$ cat src/rtl/fclass_pkg.sv
// Shared definitions for the pipelined FCLASS unit: class-bit indices and the
// decoded-field record carried from stage 1 to stage 2.
package fclass_pkg;

    localparam int unsigned FCLASS_W        = 10;

    localparam int unsigned FCLASS_NEG_INF  = 0;
    localparam int unsigned FCLASS_NEG_NORM = 1;
    localparam int unsigned FCLASS_NEG_SUB  = 2;
    localparam int unsigned FCLASS_NEG_ZERO = 3;
    localparam int unsigned FCLASS_POS_ZERO = 4;
    localparam int unsigned FCLASS_POS_SUB  = 5;
    localparam int unsigned FCLASS_POS_NORM = 6;
    localparam int unsigned FCLASS_POS_INF  = 7;
    localparam int unsigned FCLASS_SNAN     = 8;
    localparam int unsigned FCLASS_QNAN     = 9;

    typedef struct packed {
        logic sign;
        logic exp_ones;
        logic exp_zero;
        logic man_zero;
        logic man_msb;
        logic boxed_ok;
    } fclass_fields_t;

endpackage

$ cat src/rtl/fclass_encode.sv
// Combinational decoded-fields to one-hot FCLASS mask. A failed NaN-box check
// overrides everything and reports the canonical quiet NaN.
module fclass_encode
    import fclass_pkg::*;
(
    input  fclass_fields_t        f_i,
    output logic [FCLASS_W-1:0]   mask_o
);

    always_comb begin
        mask_o = '0;
        if (!f_i.boxed_ok) begin
            mask_o[FCLASS_QNAN] = 1'b1;
        end else if (f_i.exp_ones) begin
            if (!f_i.man_zero) begin
                if (f_i.man_msb) begin
                    mask_o[FCLASS_QNAN] = 1'b1;
                end else begin
                    mask_o[FCLASS_SNAN] = 1'b1;
                end
            end else if (f_i.sign) begin
                mask_o[FCLASS_NEG_INF] = 1'b1;
            end else begin
                mask_o[FCLASS_POS_INF] = 1'b1;
            end
        end else if (f_i.exp_zero) begin
            if (f_i.man_zero) begin
                if (f_i.sign) begin
                    mask_o[FCLASS_NEG_ZERO] = 1'b1;
                end else begin
                    mask_o[FCLASS_POS_ZERO] = 1'b1;
                end
            end else if (f_i.sign) begin
                mask_o[FCLASS_NEG_SUB] = 1'b1;
            end else begin
                mask_o[FCLASS_POS_SUB] = 1'b1;
            end
        end else if (f_i.sign) begin
            mask_o[FCLASS_NEG_NORM] = 1'b1;
        end else begin
            mask_o[FCLASS_POS_NORM] = 1'b1;
        end
    end

endmodule

$ cat src/rtl/fclass_pipe.sv
// Two-stage valid/ready FCLASS unit for a parametrised IEEE-754 format.
// Optional NaN-box checking of upper operand bits: define FCLASS_NANBOX_EN.
module fclass_pipe
    import fclass_pkg::*;
#(
    parameter int unsigned EXP_W = 8,
    parameter int unsigned MAN_W = 23,
    parameter int unsigned IN_W  = 32,
    parameter int unsigned XLEN  = 32,
    parameter int unsigned TAG_W = 5
) (
    input  logic              clk,
    input  logic              rst_n,
    input  logic              in_valid,
    output logic              in_ready,
    input  logic [IN_W-1:0]   in_a,
    input  logic [TAG_W-1:0]  in_tag,
    output logic              out_valid,
    input  logic              out_ready,
    output logic [XLEN-1:0]   out_class,
    output logic [TAG_W-1:0]  out_tag
);

    localparam int unsigned FW = 1 + EXP_W + MAN_W;

    logic                 s1_valid_q, s1_valid_d;
    fclass_fields_t       s1_f_q, s1_f_d;
    logic [TAG_W-1:0]     s1_tag_q, s1_tag_d;
    logic                 s2_valid_q, s2_valid_d;
    logic [FCLASS_W-1:0]  s2_mask_q, s2_mask_d;
    logic [TAG_W-1:0]     s2_tag_q, s2_tag_d;

    logic                 s1_en, s2_en;
    logic                 boxed_ok;
    logic [EXP_W-1:0]     exp_f;
    logic [MAN_W-1:0]     man_f;
    logic [FCLASS_W-1:0]  enc_mask;

    assign exp_f = in_a[FW-2:MAN_W];
    assign man_f = in_a[MAN_W-1:0];

`ifdef FCLASS_NANBOX_EN
    if (IN_W > FW) begin : g_box
        assign boxed_ok = &in_a[IN_W-1:FW];
    end else begin : g_nobox
        assign boxed_ok = 1'b1;
    end
`else
    // Upper operand bits are deliberately ignored in this build.
    if (IN_W > FW) begin : g_hi
        logic unused_hi;
        assign unused_hi = ^in_a[IN_W-1:FW];
    end
    assign boxed_ok = 1'b1;
`endif

    fclass_encode u_encode (
        .f_i    (s1_f_q),
        .mask_o (enc_mask)
    );

    always_comb begin
        s2_en      = !s2_valid_q || out_ready;
        s1_en      = !s1_valid_q || s2_en;

        s1_valid_d = s1_valid_q;
        s1_f_d     = s1_f_q;
        s1_tag_d   = s1_tag_q;
        if (s1_en) begin
            s1_valid_d = in_valid;
            if (in_valid) begin
                s1_f_d.sign     = in_a[FW-1];
                s1_f_d.exp_ones = &exp_f;
                s1_f_d.exp_zero = ~|exp_f;
                s1_f_d.man_zero = ~|man_f;
                s1_f_d.man_msb  = man_f[MAN_W-1];
                s1_f_d.boxed_ok = boxed_ok;
                s1_tag_d        = in_tag;
            end
        end

        s2_valid_d = s2_valid_q;
        s2_mask_d  = s2_mask_q;
        s2_tag_d   = s2_tag_q;
        if (s2_en) begin
            s2_valid_d = s1_valid_q;
            if (s1_valid_q) begin
                s2_mask_d = enc_mask;
                s2_tag_d  = s1_tag_q;
            end
        end
    end

    always_ff @(posedge clk) begin
        if (!rst_n) begin
            s1_valid_q <= 1'b0;
            s1_f_q     <= '0;
            s1_tag_q   <= '0;
            s2_valid_q <= 1'b0;
            s2_mask_q  <= '0;
            s2_tag_q   <= '0;
        end else begin
            s1_valid_q <= s1_valid_d;
            s1_f_q     <= s1_f_d;
            s1_tag_q   <= s1_tag_d;
            s2_valid_q <= s2_valid_d;
            s2_mask_q  <= s2_mask_d;
            s2_tag_q   <= s2_tag_d;
        end
    end

    assign in_ready  = s1_en;
    assign out_valid = s2_valid_q;
    assign out_tag   = s2_tag_q;

    always_comb begin
        out_class                 = '0;
        out_class[FCLASS_W-1:0]   = s2_mask_q;
    end

endmodule

$ cat config.mk
export PLATFORM = sky130hd
export DESIGN_NAME = fclass_pipe
export DESIGN_NICKNAME = d
export VERILOG_FILES = /design/src/rtl/fclass_pkg.sv /design/src/rtl/fclass_encode.sv /design/src/rtl/fclass_pipe.sv
export SDC_FILE = /design/constraint.sdc
export NUM_CORES = 1
export LEC_CHECK = 0
export ABC_AREA = 1
export BUFFER_PORTS_ARGS = -buffer_cell sky130_fd_sc_hd__buf_2
export CORE_AREA = 2 2 59 74
export CTS_BUF_LIST = sky130_fd_sc_hd__clkbuf_8
export DETAILED_ROUTE_END_ITERATION = 8
export DIE_AREA = 0 0 61 76
export HOLD_SLACK_MARGIN = 0.12
export PLACE_DENSITY = 0.64
export SYNTH_ARGS = -nofsm -noshare
export SYNTH_HDL_FRONTEND = slang
export SYNTH_SLANG_ARGS = --single-unit
$ cat constraint.sdc
create_clock -name clk -period 2.6 [get_ports clk]
set_clock_uncertainty 0.05 [all_clocks]
set_input_delay 0.39 -clock clk [delete_from_list [all_inputs] [get_ports clk]]
set_output_delay 0.39 -clock clk [all_outputs]
set_load 0.05 [all_outputs]
After elaboration in Yosys (flattened, before gate mapping)
Index checks and enable logic that the tools add are counted.

word-level totals
  register bits = 28
  output and inout port bits = 39

cells by class
  reduce and logical (&&, ||, !) cells = 11
  muxes and demuxes = 18

operator list
  kind              count
  $reduce_or 23->1  1
  $mux 1            12
  $mux 9            1
  $reduce_and 8->1  1
  $reduce_or 8->1   1
  $mux 6            1
  $logic_not 1->1   4
  $mux 2            2
  $mux 4            1
  $reduce_and 2->1  2
  $mux 3            1
  $logic_or 1x1->1  2

Logic depth before layout (Yosys ltp)
Gate-level depths: netlist (run 1).

  word-level depth = 5
  gate-level depth with buffers = 8
  depth with buffers taken out = 8

By module
A second synthesis (run 1) with hierarchy kept.

unflattened totals
  cells, all modules = 196
  area, all modules = 1355.0 µm²

modules (own cells, without submodules)
  module         seq. area each (µm²)  area an instance (µm²)  instances  cells an instance
  fclass_pipe    560.5                 1265.0                  1          175
  fclass_encode  0.0                   90.1                    1          21

Worst setup path before layout (run 1)
OpenSTA, ideal clock, no wires.

  kind = register to register
  start point = register s2_valid_q, in the netlist out_valid
  end point = register s1_f_q[2] (netlist bit)
  arrival time = 1519 ps
  clock period less this slack = 1696 ps
  slack = 904 ps
  cell stages (with the launch flop) = 8
  required time = 2422 ps
  path buffers = 0
  setup time = 128 ps
  path through = dfxtp_1 -> nand3_2 -> nand2_2 -> inv_2 -> nand2_1 -> nor2_1 -> nor2_1 -> nor2_1

on the way
  word-level cells in the longest chain between the ends = 4

RTL lines
  element                            line                RTL
  from (decl)                        fclass_pipe.sv:29   logic s2_valid_q, s2_valid_d;
  from (signal assigned)             fclass_pipe.sv:106  s2_valid_q <= s2_valid_d;
  $logic_not 1->1                    fclass_pipe.sv:63   s2_en = !s2_valid_q || out_ready;
  $logic_or 1x1->1                   fclass_pipe.sv:63
  $logic_or 1x1->1                   fclass_pipe.sv:64   s1_en = !s1_valid_q || s2_en;
  named net in_ready                 fclass_pipe.sv:15   output logic in_ready,
  $reduce_and 2->1 (no source line)  n/a
  to (signal assigned)               fclass_pipe.sv:97   s1_f_q <= '0;
  to (signal assigned)               fclass_pipe.sv:104  s1_f_q <= s1_f_d;
  to (decl)                          fclass_pipe.sv:27   fclass_fields_t s1_f_q, s1_f_d;

The timed path passes the listed nets, and every way through them passes these cells.
A chain may end at the register's enable or synchronous reset.

Final worst setup path (run 1)
  start point = register s2_valid_q, in the netlist out_valid
  end point = output port in_ready

on the way
  word-level cells in the longest chain between the ends = 3

RTL lines
  element           line
  $logic_not 1->1   fclass_pipe.sv:63
  $logic_or 1x1->1  fclass_pipe.sv:63
  $logic_or 1x1->1  fclass_pipe.sv:64
  to (decl)         fclass_pipe.sv:15

No other way between the ends.

==> results of run 1 <==
[sequential cells by signal, indices dropped and copies added (netlist names)]
| register | cells |
|---|---|
| out_valid | 1 |
| s2_mask_q | 10 |
| s1_valid_q | 1 |
| s1_tag_q | 5 |
| s1_f_q | 6 |
| out_tag | 5 |
[through the flow]
step	area [um2]	hold slack [ns]
3_5_place_dp	1570	0.404
5_1_grt	1620	0.331
4_1_cts	1620	0.308
6_report	1620	0.312
3_3_place_gp	1570	0.401
2_1_floorplan	1410	0.400
[how the worst max path moves through the flow]
stage / slack, ns / endpoint / cells after the start / start
floorplan: 0.90 / s1_f_q[2] / 7 / out_valid
global placement: 1.20 / s1_f_q[2] / 9 / out_ready
detailed placement: 1.16 / s2_mask_q[1] / 7 / out_ready
CTS: 1.15 / in_ready / 2 / out_valid
global route: 1.11 / in_ready / 2 / out_valid
finish: 1.17 / in_ready / 2 / out_valid
[area by class of cell]
class                   instances  area [um2]  area share
repair buffers                 57         285       0.176
flip-flops and latches         28         561       0.346
clock buffers                   4        55.1      0.0340
multi-input cells             138         604       0.373
inverters                      12        45.0      0.0278
well taps                      56        70.1      0.0432
[cells in the final DEF (no fill, tap or decap)]
master	instances
buf_2	57
nor2_1	46
dfxtp_1	28
conb_1	22
nand2_1	19
o21ai_0	16
a21oi_1	15
inv_1	10
nand4_1	7
clkbuf_8	4
nand2_2	3
nand3_1	3
inv_2	2
nor3_1	2
nand3_2	1
a31oi_1	1
nor2_2	1
o21ai_1	1
a211oi_1	1
[cell families after synthesis]
logic type      synth area share
other cells              0.00282
buf+inv                    0.183
compound gates             0.131
simple gates               0.262
flops                      0.421
[metal layers]
metal	wire length [um]	share of wire
met4	53	0.020
met1	1140	0.42
met2	1300	0.48
met3	189	0.071
met5	0	0
[tightest hold or removal path: cells and delay by family]
kind	cells	cell delay, ns
buffers and inverters	1	0.08
and+or+nand+nor	1	0.07
AOI/OAI and AO/OA	1	0.06
[power by group]
| group | internal (mW) | total (mW) | switching (mW) |
|---|---|---|---|
| combinational | 0.0486 | 0.210 | 0.162 |
| sequential | 0.451 | 0.465 | 0.0141 |
| clock | 0.136 | 0.263 | 0.127 |
| total | 0.635 | 0.938 | 0.303 |
==> impl_results.md, run 1 <==
* Ys Warns at 0
* Initial antenna violation count at 0
* Row Count at 26
* Cell Area, Synth at 1330 um2
* R2r setup slk at between 1 and 1.5 ns
* Hold_sp: in_tag[0]
* Gr busiest metal: met2
* Final Instance Count excl. Fillers at just under 300
* Setup crit end kind: output pin
* Layout cells sized above 1 at 0.285
* Gp weighted congestion at between 0.7 and 0.8
* Max-Cap Viols at 0
* Yosys cell types at 20
* Seq/Total Area, Yosys at 0.421
* CP bufs+invs at 1
* Die area at roughly 4600 um2
* CP top delay family: flip-flops
* Met2 usage at 0.212
* DRT Wirelength at ~2.7 mm
* Most numerous cell in the Yosys netlist: nor2_1
* Worst skew pair latency at 0.27 ns
* Iter 0 DRT Violations at 42
* Overall Global Routing Usage at 0.124
* Peak VDD IR at between 0.15 and 0.2 mV
* Final setup fails at 0
* Synth area leader: dfxtp_1
* Gr ovfl total at 0
* ANT nets after route at 0
* R2R depth at 7
* First-pass GRT wire length at ~4.5 mm
* Drt wl/cell at 9.06 um
* Die extent in x at between 60 and 70 um
* Min Tclk post-route at 1.43 ns
* Drt drc at 0
* Final Hold Violating Endpoints at 0
* CTS Sinks at 28
* Root Driver: clkbuf_8
* Core ar. at about 4000 um2
* Via count at 1233
* Status: complete, no violations
* CTS Buf Count at 3
* Area grow syn2layout at 21.8%
* Vias in the first global route at ~1100
* Synth Area per Inst at 7.23 um2
* Commonest cells in the netlist: 46 x nor2_1, 28 x dfxtp_1, 24 x buf_4
* Fin worst setup slack at between 1 and 1.5 ns
* Max Buffers Root-to-Sink at 2
* Yosys reg bits at 28
* PortBufs at 57
* Leak Pwr at 0.780 nW
* CP max stage cell: dfxtp_1
* Post-CTS Setup Bufs at 0
* CP Data Arrival Time at slightly below 1 ns
* Top FF cell, synth: dfxtp_1
* Antenna cell count at 0
* RSZ-0062 raised after global routing: false
* Die height at 76 um
* Pre-antenna DRT Iters at 4
* Largest net degree at the start of global routing at 19
* CP max FO at 3
* Reg2reg start: out_valid
* Crit path required time at approximately 2.2 ns
* WHS Path Cells at 3
* Post-synth EDFFs at 0
* Initial Util at 0.332
* Finished Core Util at 0.405
* GRT met3 Usage at 0.0170
* Max incr delay on CP at about 0.38 ns
* Post-synth ARST share at 0
* Pins Over Slew Limit at 0
* Hold-fix buffers, CTS at 0
* HPWL Detailed at roughly 2.2 mm
* Placed Instances at around 290
* CP Launch Type: flop
* Synth area leaders: dfxtp_1 42%, buf_4 14%, nor2_1 13%
* Number of gates resized after CTS at 0
* Synth top area share at 0.421
* R2R Path End: s1_f_q[2]
* Crit Path Class: flop to output pin
* Total power at ~0.94 mW
* Vias/cell at approximately 4.2
* Hold Crit Class: input port to flop
* I/O pin total at 80
* Setup TNS Final at 0 ns
* H-tree levels at 1
* Hold worst-path end: s1_tag_q[0]
* Fillers at 457
* Cell-by-cell trace of the critical path: nand3_2 -> buf_2
* Period utilization at 0.551
* Nets at about 280
* CTS clk-pin slew, worst paths at about 0.090 ns
* Mapped Cells at roughly 180
* CTS tree: yes
* DP Worst Slack at 1.16 ns
* Fmax at roughly 700 MHz
* Met1 Use GR at 0.147
* P per Cell Area at 579 nW/um2
No activity file was read; power rests on OpenSTA's default activity.
==> run 2, diff against run 1 <==
--- a/config.mk
+++ b/config.mk
@@ -12,7 +12,7 @@
 export DETAILED_ROUTE_END_ITERATION = 8
 export DIE_AREA = 0 0 61 76
 export HOLD_SLACK_MARGIN = 0.12
-export PLACE_DENSITY = 0.64
+export PLACE_DENSITY = 0.67
 export SYNTH_ARGS = -nofsm -noshare
 export SYNTH_HDL_FRONTEND = slang
 export SYNTH_SLANG_ARGS = --single-unit
==> constraint.sdc (replaced) <==
create_clock -name clk -period 1.3 [get_ports clk]
set_clock_uncertainty 0.05 [all_clocks]
set_input_delay 0.195 -clock clk [delete_from_list [all_inputs] [get_ports clk]]
set_output_delay 0.195 -clock clk [all_outputs]
set_load 0.05 [all_outputs]
==> run 2 against run 1 <==
- cell count up 1.7%
- critical path type unchanged
- register-to-register slack worse by 1.2 ns
- final area is 3.3% higher
- sequential share of layout area down 0.89 points
- utilization up 1.3 points
- non-clock buffer count is 5 higher
- total power increased by 100%
==> impl_results.md, run 2 (synthesis gave the netlist of run 1 again) <==
* Largest Register: s2_mask_q
* Core ar. at 4000 um2 (unchanged)
* CTS Sinks at 28 (unchanged)
* Combinational share of power at 0.228 (+0.004)
* Met2 usage at 0.216 (+0.00430)
* Initial Util at 0.332 (unchanged)
* CP max FO at 3 (unchanged)
* WP depth at 2 (unchanged)
* Fin worst setup slack at 0.0532 ns (-1.11 ns)
* Peak VDD IR at 0.448 mV (+150%)
* Met1 Use GR at 0.153 (+0.00576)
* Vias in the first global route at 1105 (+1.5%)
* Pre-antenna DRT Iters at 4 (unchanged)
* Antenna cell count at 0 (unchanged)
* Die extent in x at 61 um (unchanged)
* Clock power share at 0.285 (+0.005)
* Gr busiest metal: met2
* P per Cell Area at 1140 nW/um2 (+97%)
* Total power at 1.91 mW (+100%)
* Root Driver: clkbuf_8
* Worst skew pair latency at 0.28 ns (about the same)
* Max Buffers Root-to-Sink at 2 (unchanged)
* Placed cell area at 1600 um2 (+2.2%)
* Hold Crit Class: input port to flop
* Reg2reg start: out_valid
* DP Worst Slack at 0.141 ns (-1.02 ns)
* ANT nets after route at 0 (unchanged)
* Gr ovfl total at 0 (unchanged)
* Row Count at 26 (unchanged)
* HPWL Detailed at 2.27 mm (+4.1%)
* Overall Global Routing Usage at 0.128 (+0.00379)
* Fin area at 1670 um2 (+3.3%)
* H-tree levels at 1 (unchanged)
* Max incr delay on CP at 0.37 ns (about the same)
* CP Launch Type: flop
* First-pass GRT wire length at 4.59 mm (+2.8%)
* Sequential share of power at 0.487 (-0.009)
* Nets at 286 (+1.8%)
* Drt wl/cell at 9.40 um (+3.7%)
* CP Launch Point: out_valid
* Min Tclk post-route at roughly 1.2 ns
* I/O pin total at 80 (unchanged)
* Finished Core Util at 0.418 (+0.0134)
* Area grow syn2layout at 25.9%
* Drt drc at 0 (unchanged)
* CP bufs+invs at 1 (unchanged)
* CP max stage cell: dfxtp_4
* R2R depth at 6 (-1)
* Gp weighted congestion at 0.758 (about the same)
* Top Registers: s2_mask_q x10, s1_f_q x6
* Crit path required time at 1.05 ns (-1.11 ns)
* Most frequent cells in the layout: 57 x buf_2, 46 x nor2_1, 27 x dfxtp_1
* Fmax at 802 MHz
* WHS Path Cells at 3 (unchanged)
* Vias/cell at 4.26 (+1.8%)
* Psw at 0.630 mW (+110%)
* Fillers at 463 (+1.3%)
* Die height at 76 um (unchanged)
* DRT Wirelength at 2.82 mm (+5.5%)
* Sw Share at 0.330 (+0.00686)
* CTS clk-pin slew, worst paths at 0.09 ns (about the same)
* Max-Cap Viols at 0 (unchanged)
* Largest net degree at the start of global routing at 18 (-1)
* Initial antenna violation count at 0 (unchanged)
* PortBufs at 57 (unchanged)
* Pins Over Slew Limit at 0 (unchanged)
* Max reg flops at 10 (unchanged)
* Final Hold Violating Endpoints at 0 (unchanged)
* Pint at 1.28 mW (+100%)
* Setup crit end kind: output pin
* Layout cells sized above 1 at 0.295 (+0.0106)
* Period utilization at 0.959
* CTS Buf Count at 3 (unchanged)
* Crit Path Class: flop to output pin
* Hold_sp: in_tag[1]
* Leak Pwr at 0.803 nW (+3.0%)
* CP top delay family: flip-flops
* CP Data Arrival Time at 1.00 ns (about the same)
* CTS tree: yes
* Cell-by-cell trace of the critical path: nand3_4 -> buf_2
* Commonest non-fill, non-tap cell in the layout: buf_2
* Iter 0 DRT Violations at 27 (-36%)
* GRT met3 Usage at 0.0102 (-0.00679)
* Die area at 4640 um2 (unchanged)
* Via count at 1277 (+3.6%)
* Final setup fails at 0 (unchanged)
* Status: complete, no violations
* Setup TNS Final at 0 ns (unchanged)
* RSZ-0062 raised after global routing: false
==> run 2: cell count changes in the layout (fill, tap and decap cells not counted), sizes merged <==
cell	previous run	this run
dlygate4sd3	0	2
buf	57	60
==> run 2: per-stage QoR <==
| stage | hold slack, ns | instances |
|---|---|---|
| global placement | 0.402 | 294 |
| finish | 0.118 | 300 |
| global route | 0.141 | 300 |
| detailed placement | 0.408 | 294 |
| CTS | 0.126 | 300 |
| floorplan | 0.283 | 205 |
==> run 2: worst paths after layout <==
| kind | slack [ns] | to |
|---|---|---|
| worst max-delay path | 0.05 | in_ready |
| worst min-delay path | 0.12 | s1_tag_q[1] |
| worst max register to register | 0.13 | s2_mask_q[3] |
| worst min register to register | 0.42 | s2_mask_q[8] |
==> run 2: routing by layer <==
metal	vias to the layer above	wire length (um)
met3	5	194
met5	-	0
met4	0	74
met2	61	1360
met1	541	1190
li1	670	-
==> run 2: worst reg2reg max path: cells and delay by family (launching register included) <==
family / cells / cell delay [ns]
and+or+nand+nor: 4 / 0.39
DFF: 1 / 0.37
buffers and inverters: 1 / 0.18
AOI/OAI and AO/OA: 1 / 0.12
==> run 2: final cells by class <==
| cell class | count | area, um2 | area share |
|---|---|---|---|
| Timing Repair Buffer | 62 | 328 | 0.196 |
| Sequential cell | 28 | 564 | 0.337 |
| Clock buffer | 4 | 55.1 | 0.0329 |
| Inverter | 12 | 45.0 | 0.0269 |
| Tap cell | 56 | 70.1 | 0.0419 |
| Multi-Input combinational cell | 138 | 612 | 0.365 |
==> run 2: power groups by stage <==
stage / sequential, mW / combinational (mW) / clock (mW)
after floorplan: 1.02 / 0.304 / 0
after global placement: 0.952 / 0.429 / 0
after detailed placement: 0.952 / 0.434 / 0
after CTS: 0.932 / 0.439 / 0.552
after global routing: 0.938 / 0.474 / 0.582
final: 0.931 / 0.436 / 0.544
==> run 2: what timing repair did <==
| action | CTS | global route |
|---|---|---|
| endpoints found under the hold margin | 2 | 0 |
| hold buffers | 2 | 0 |
| setup buffers | 0 | 0 |
| resized for setup | 0 | 0 |
==> run 3, diff against run 2 <==
--- a/config.mk
+++ b/config.mk
@@ -5,14 +5,14 @@
 export SDC_FILE = /design/constraint.sdc
 export NUM_CORES = 1
 export LEC_CHECK = 0
-export ABC_AREA = 1
+export ABC_AREA = 0
 export BUFFER_PORTS_ARGS = -buffer_cell sky130_fd_sc_hd__buf_2
-export CORE_AREA = 2 2 59 74
+export CORE_AREA = 2 2 59 75
 export CTS_BUF_LIST = sky130_fd_sc_hd__clkbuf_8
 export DETAILED_ROUTE_END_ITERATION = 8
-export DIE_AREA = 0 0 61 76
+export DIE_AREA = 0 0 61 77
 export HOLD_SLACK_MARGIN = 0.12
-export PLACE_DENSITY = 0.67
+export PLACE_DENSITY = 0.66
 export SYNTH_ARGS = -nofsm -noshare
 export SYNTH_HDL_FRONTEND = slang
 export SYNTH_SLANG_ARGS = --single-unit
==> run 3 against run 2 <==
- hold slack gained 0.0061 ns
- first-iteration DRC count shrank 52%
- critical path depth is the same
- via count shrank 2.0%
- largest power group unchanged
- die area grew 1.3%
- cell count shrank 6.7%
- wire length grew 4.8%
- utilization grew 2.8 points
- largest cell class unchanged
- register-to-register slack lost 0.03 ns
- count of clock-buffer cells in the layout shrank 1
==> impl_results.md, run 3 <==
* Max incr delay on CP at 0.38 ns (about the same)
* Initial antenna violation count at 0 (unchanged)
* Period utilization at 0.949 (-0.0105)
* Worst skew pair latency at 0.27 ns (about the same)
* Cell-by-cell trace of the critical path: nand3b_1 -> buf_6
* Final Hold Violating Endpoints at 0 (unchanged)
* Cell Area, Synth at 1340 um2 (+0.56%)
* Pins Over Slew Limit at 0 (unchanged)
* Via count at 1252 (-2.0%)
* Crit Path Class: flop to output pin
* Setup crit end kind: output pin
* PortBufs at 57 (unchanged)
* Fmax at 811 MHz (+1.1%)
* Pre-antenna DRT Iters at 3 (-1)
* Synth area leaders: dfxtp_1 42%, buf_4 12%, a21boi_1 11%
* Die extent in x at 61 um (unchanged)
* Drt wl/cell at 10.6 um (+12%)
* Seq/Total Area, Yosys at 0.419 (-0.00237)
* Hold Crit Class: input port to flop
* Antenna cell count at 0 (unchanged)
* CTS Sinks at 28 (unchanged)
* Final Instance Count excl. Fillers at 280 (-6.7%)
* Footprint of the multi-input gates at 662 um2 (+8.2%)
* Initial Util at 0.334 (+0.00188)
* Fillers at 427 (-7.8%)
* Top FF cell, synth: dfxtp_1
* Overall Global Routing Usage at 0.134 (+0.00593)
* P per Cell Area at 1090 nW/um2 (-4.3%)
* Crit path required time at 1.05 ns (about the same)
* Finished Core Util at 0.446 (+0.0278)
* Largest net degree at the start of global routing at 29 (+11)
* Sw Share at 0.278 (-0.0518)
* Commonest cells in the netlist: 35 x nand2_1, 28 x dfxtp_1, 22 x buf_4
* First-pass GRT wire length at 4.87 mm (+6.2%)
* Area grow syn2layout at 33.5%
* Row Count at 26 (unchanged)
* Gp weighted congestion at 0.743 (-2.0%)
* HPWL Detailed at 2.37 mm (+4.3%)
* H-tree levels at 1 (unchanged)
* CP bufs+invs at 1 (unchanged)
* Layout cells sized above 1 at 0.326 (+0.0308)
* Commonest non-fill, non-tap cell in the layout: buf_2
* Peak VDD IR at 0.569 mV (+27%)
* Final setup fails at 0 (unchanged)
* Most frequent cells in the layout: 56 x buf_2, 35 x nand2_1, 26 x dfxtp_1
* Synth top area share at 0.419 (-0.00237)
* Core ar. at 4000 um2 (unchanged)
* Placed Instances at 270 (-8.2%)
* Synth Area per Inst at 8.52 um2 (+18%)
* Die height at 77 um (+1.3%)
* Max-Cap Viols at 0 (unchanged)
* Clock power share at 0.347 (+0.062)
* CP max stage cell: dfxtp_2
* Synth area leader: dfxtp_1
* Leak Pwr at 0.818 nW (+1.9%)
* CP top delay family: flip-flops
* Max reg flops at 10 (unchanged)
* Top Registers: s2_mask_q x10, s1_f_q x6
* Combinational share of power at 0.192 (-0.036)
* Min Tclk post-route at 1.23 ns (-0.0136 ns)
* Die area at 4700 um2 (+1.3%)
* Register area at 566 um2 (+0.22%)
* Yosys reg bits at 28 (unchanged)
* Post-synth ARST share at 0 (unchanged)
* Total power at 1.95 mW (+2.1%)
* CP Launch Type: flop
* Status: complete, no violations
* CTS tree: yes
* Root Driver: clkbuf_8
* Mapped Cells at 157 (-15%)
* ANT nets after route at 0 (unchanged)
* Gr ovfl total at 0 (unchanged)
* CP Data Arrival Time at 0.99 ns (about the same)
* Max Buffers Root-to-Sink at 2 (unchanged)
* RSZ-0062 raised after global routing: true
* CTS clk-pin slew, worst paths at 0.09 ns (about the same)
* Largest Register: s2_mask_q
* Yosys cell types at 30 (+50%)
* Post-synth EDFFs at 0 (unchanged)
* Post-CTS Setup Bufs at 0 (unchanged)
* Vias in the first global route at 1153 (+4.3%)
* CP max FO at 6 (+3)
* Drt drc at 0 (unchanged)
* Sequential share of power at 0.461 (-0.026)
* Vias/cell at 4.47 (+5.0%)
* Pint at 1.41 mW (+10%)
* Nets at 266 (-7.0%)
* I/O pin total at 80 (unchanged)
* Most numerous cell in the Yosys netlist: nand2_1
* Ys Warns at 0 (unchanged)
* CTS Buf Count at 3 (unchanged)
* DRT Wirelength at 2.96 mm (+4.8%)
* Iter 0 DRT Violations at 13 (-52%)
* Psw at 0.543 mW (-14%)
==> run 3: worst reg2reg max path: stages, from the launching register on <==
cell	delay [ns]
dfxtp_4	0.36
and2b_4	0.17
and4bb_1	0.32
a32oi_1	0.12
nor2b_1	0.12
==> run 3: cells by family after synthesis <==
| logic type | count (synthesis) | synth area share |
|---|---|---|
| buffers and inverters | 29 | 0.146 |
| AOI/OAI and AO/OA | 31 | 0.172 |
| and+or+nand+nor | 68 | 0.260 |
| DFF | 28 | 0.419 |
| other | 1 | 0.00280 |
==> run 3: layout make-up <==
| cell class | count | area share |
|---|---|---|
| Timing Repair Buffer | 69 | 0.229 |
| Multi-Input combinational cell | 121 | 0.371 |
| Clock buffer | 3 | 0.0231 |
| Inverter | 2 | 0.00420 |
| Clock inverter | 1 | 0.0168 |
| Sequential cell | 28 | 0.317 |
| Tap cell | 56 | 0.0392 |
==> run 3: layer usage <==
metal / share of wire / GRT usage
met1: 0.39 / 0.148
met2: 0.53 / 0.240
met3: 0.060 / 0.0101
met4: 0.023 / 0.0717
met5: 0 / 0
==> run 3: final timing paths <==
| kind | cells after the start | startpoint | slack [ns] | to |
|---|---|---|---|---|
| worst min register to register | 2 | s2_mask_q[7] | 0.40 | s2_mask_q[7] |
| worst max-delay path | 2 | s1_valid_q | 0.07 | in_ready |
| worst max register to register | 4 | out_valid | 0.10 | s2_mask_q[3] |
| worst min-delay path | 3 | in_a[22] | 0.12 | s1_f_q[1] |
==> run 3: metrics by stage <==
| stage | TNS, ns | worst slack, ns | hold WS, ns | area, um2 |
|---|---|---|---|---|
| floorplan | -2.15 | -0.236 | 0.284 | 1430 |
| global placement | 0 | 0.100 | 0.387 | 1650 |
| detailed placement | 0 | 0.0768 | 0.392 | 1650 |
| finish | 0 | 0.0668 | 0.124 | 1790 |
| CTS | 0 | 0.0332 | 0.122 | 1780 |
| global route | -0.0325 | -0.0233 | 0.132 | 1790 |
==> run 3: power by group through the flow <==
stage / registers, mW / clock network (mW) / logic, mW
detailed placement: 0.920 / 0 / 0.362
floorplan: 0.949 / 0 / 0.274
global placement: 0.919 / 0 / 0.360
finish: 0.900 / 0.678 / 0.375
global route: 0.904 / 0.716 / 0.405
CTS: 0.900 / 0.694 / 0.377
==> run 3: repair_timing <==
action | in CTS | in global routing
hold buffers | 6 | 0
resized for setup | 2 | 2
endpoints found under the hold margin | 6 | 0
endpoints found under the setup margin | 1 | 3
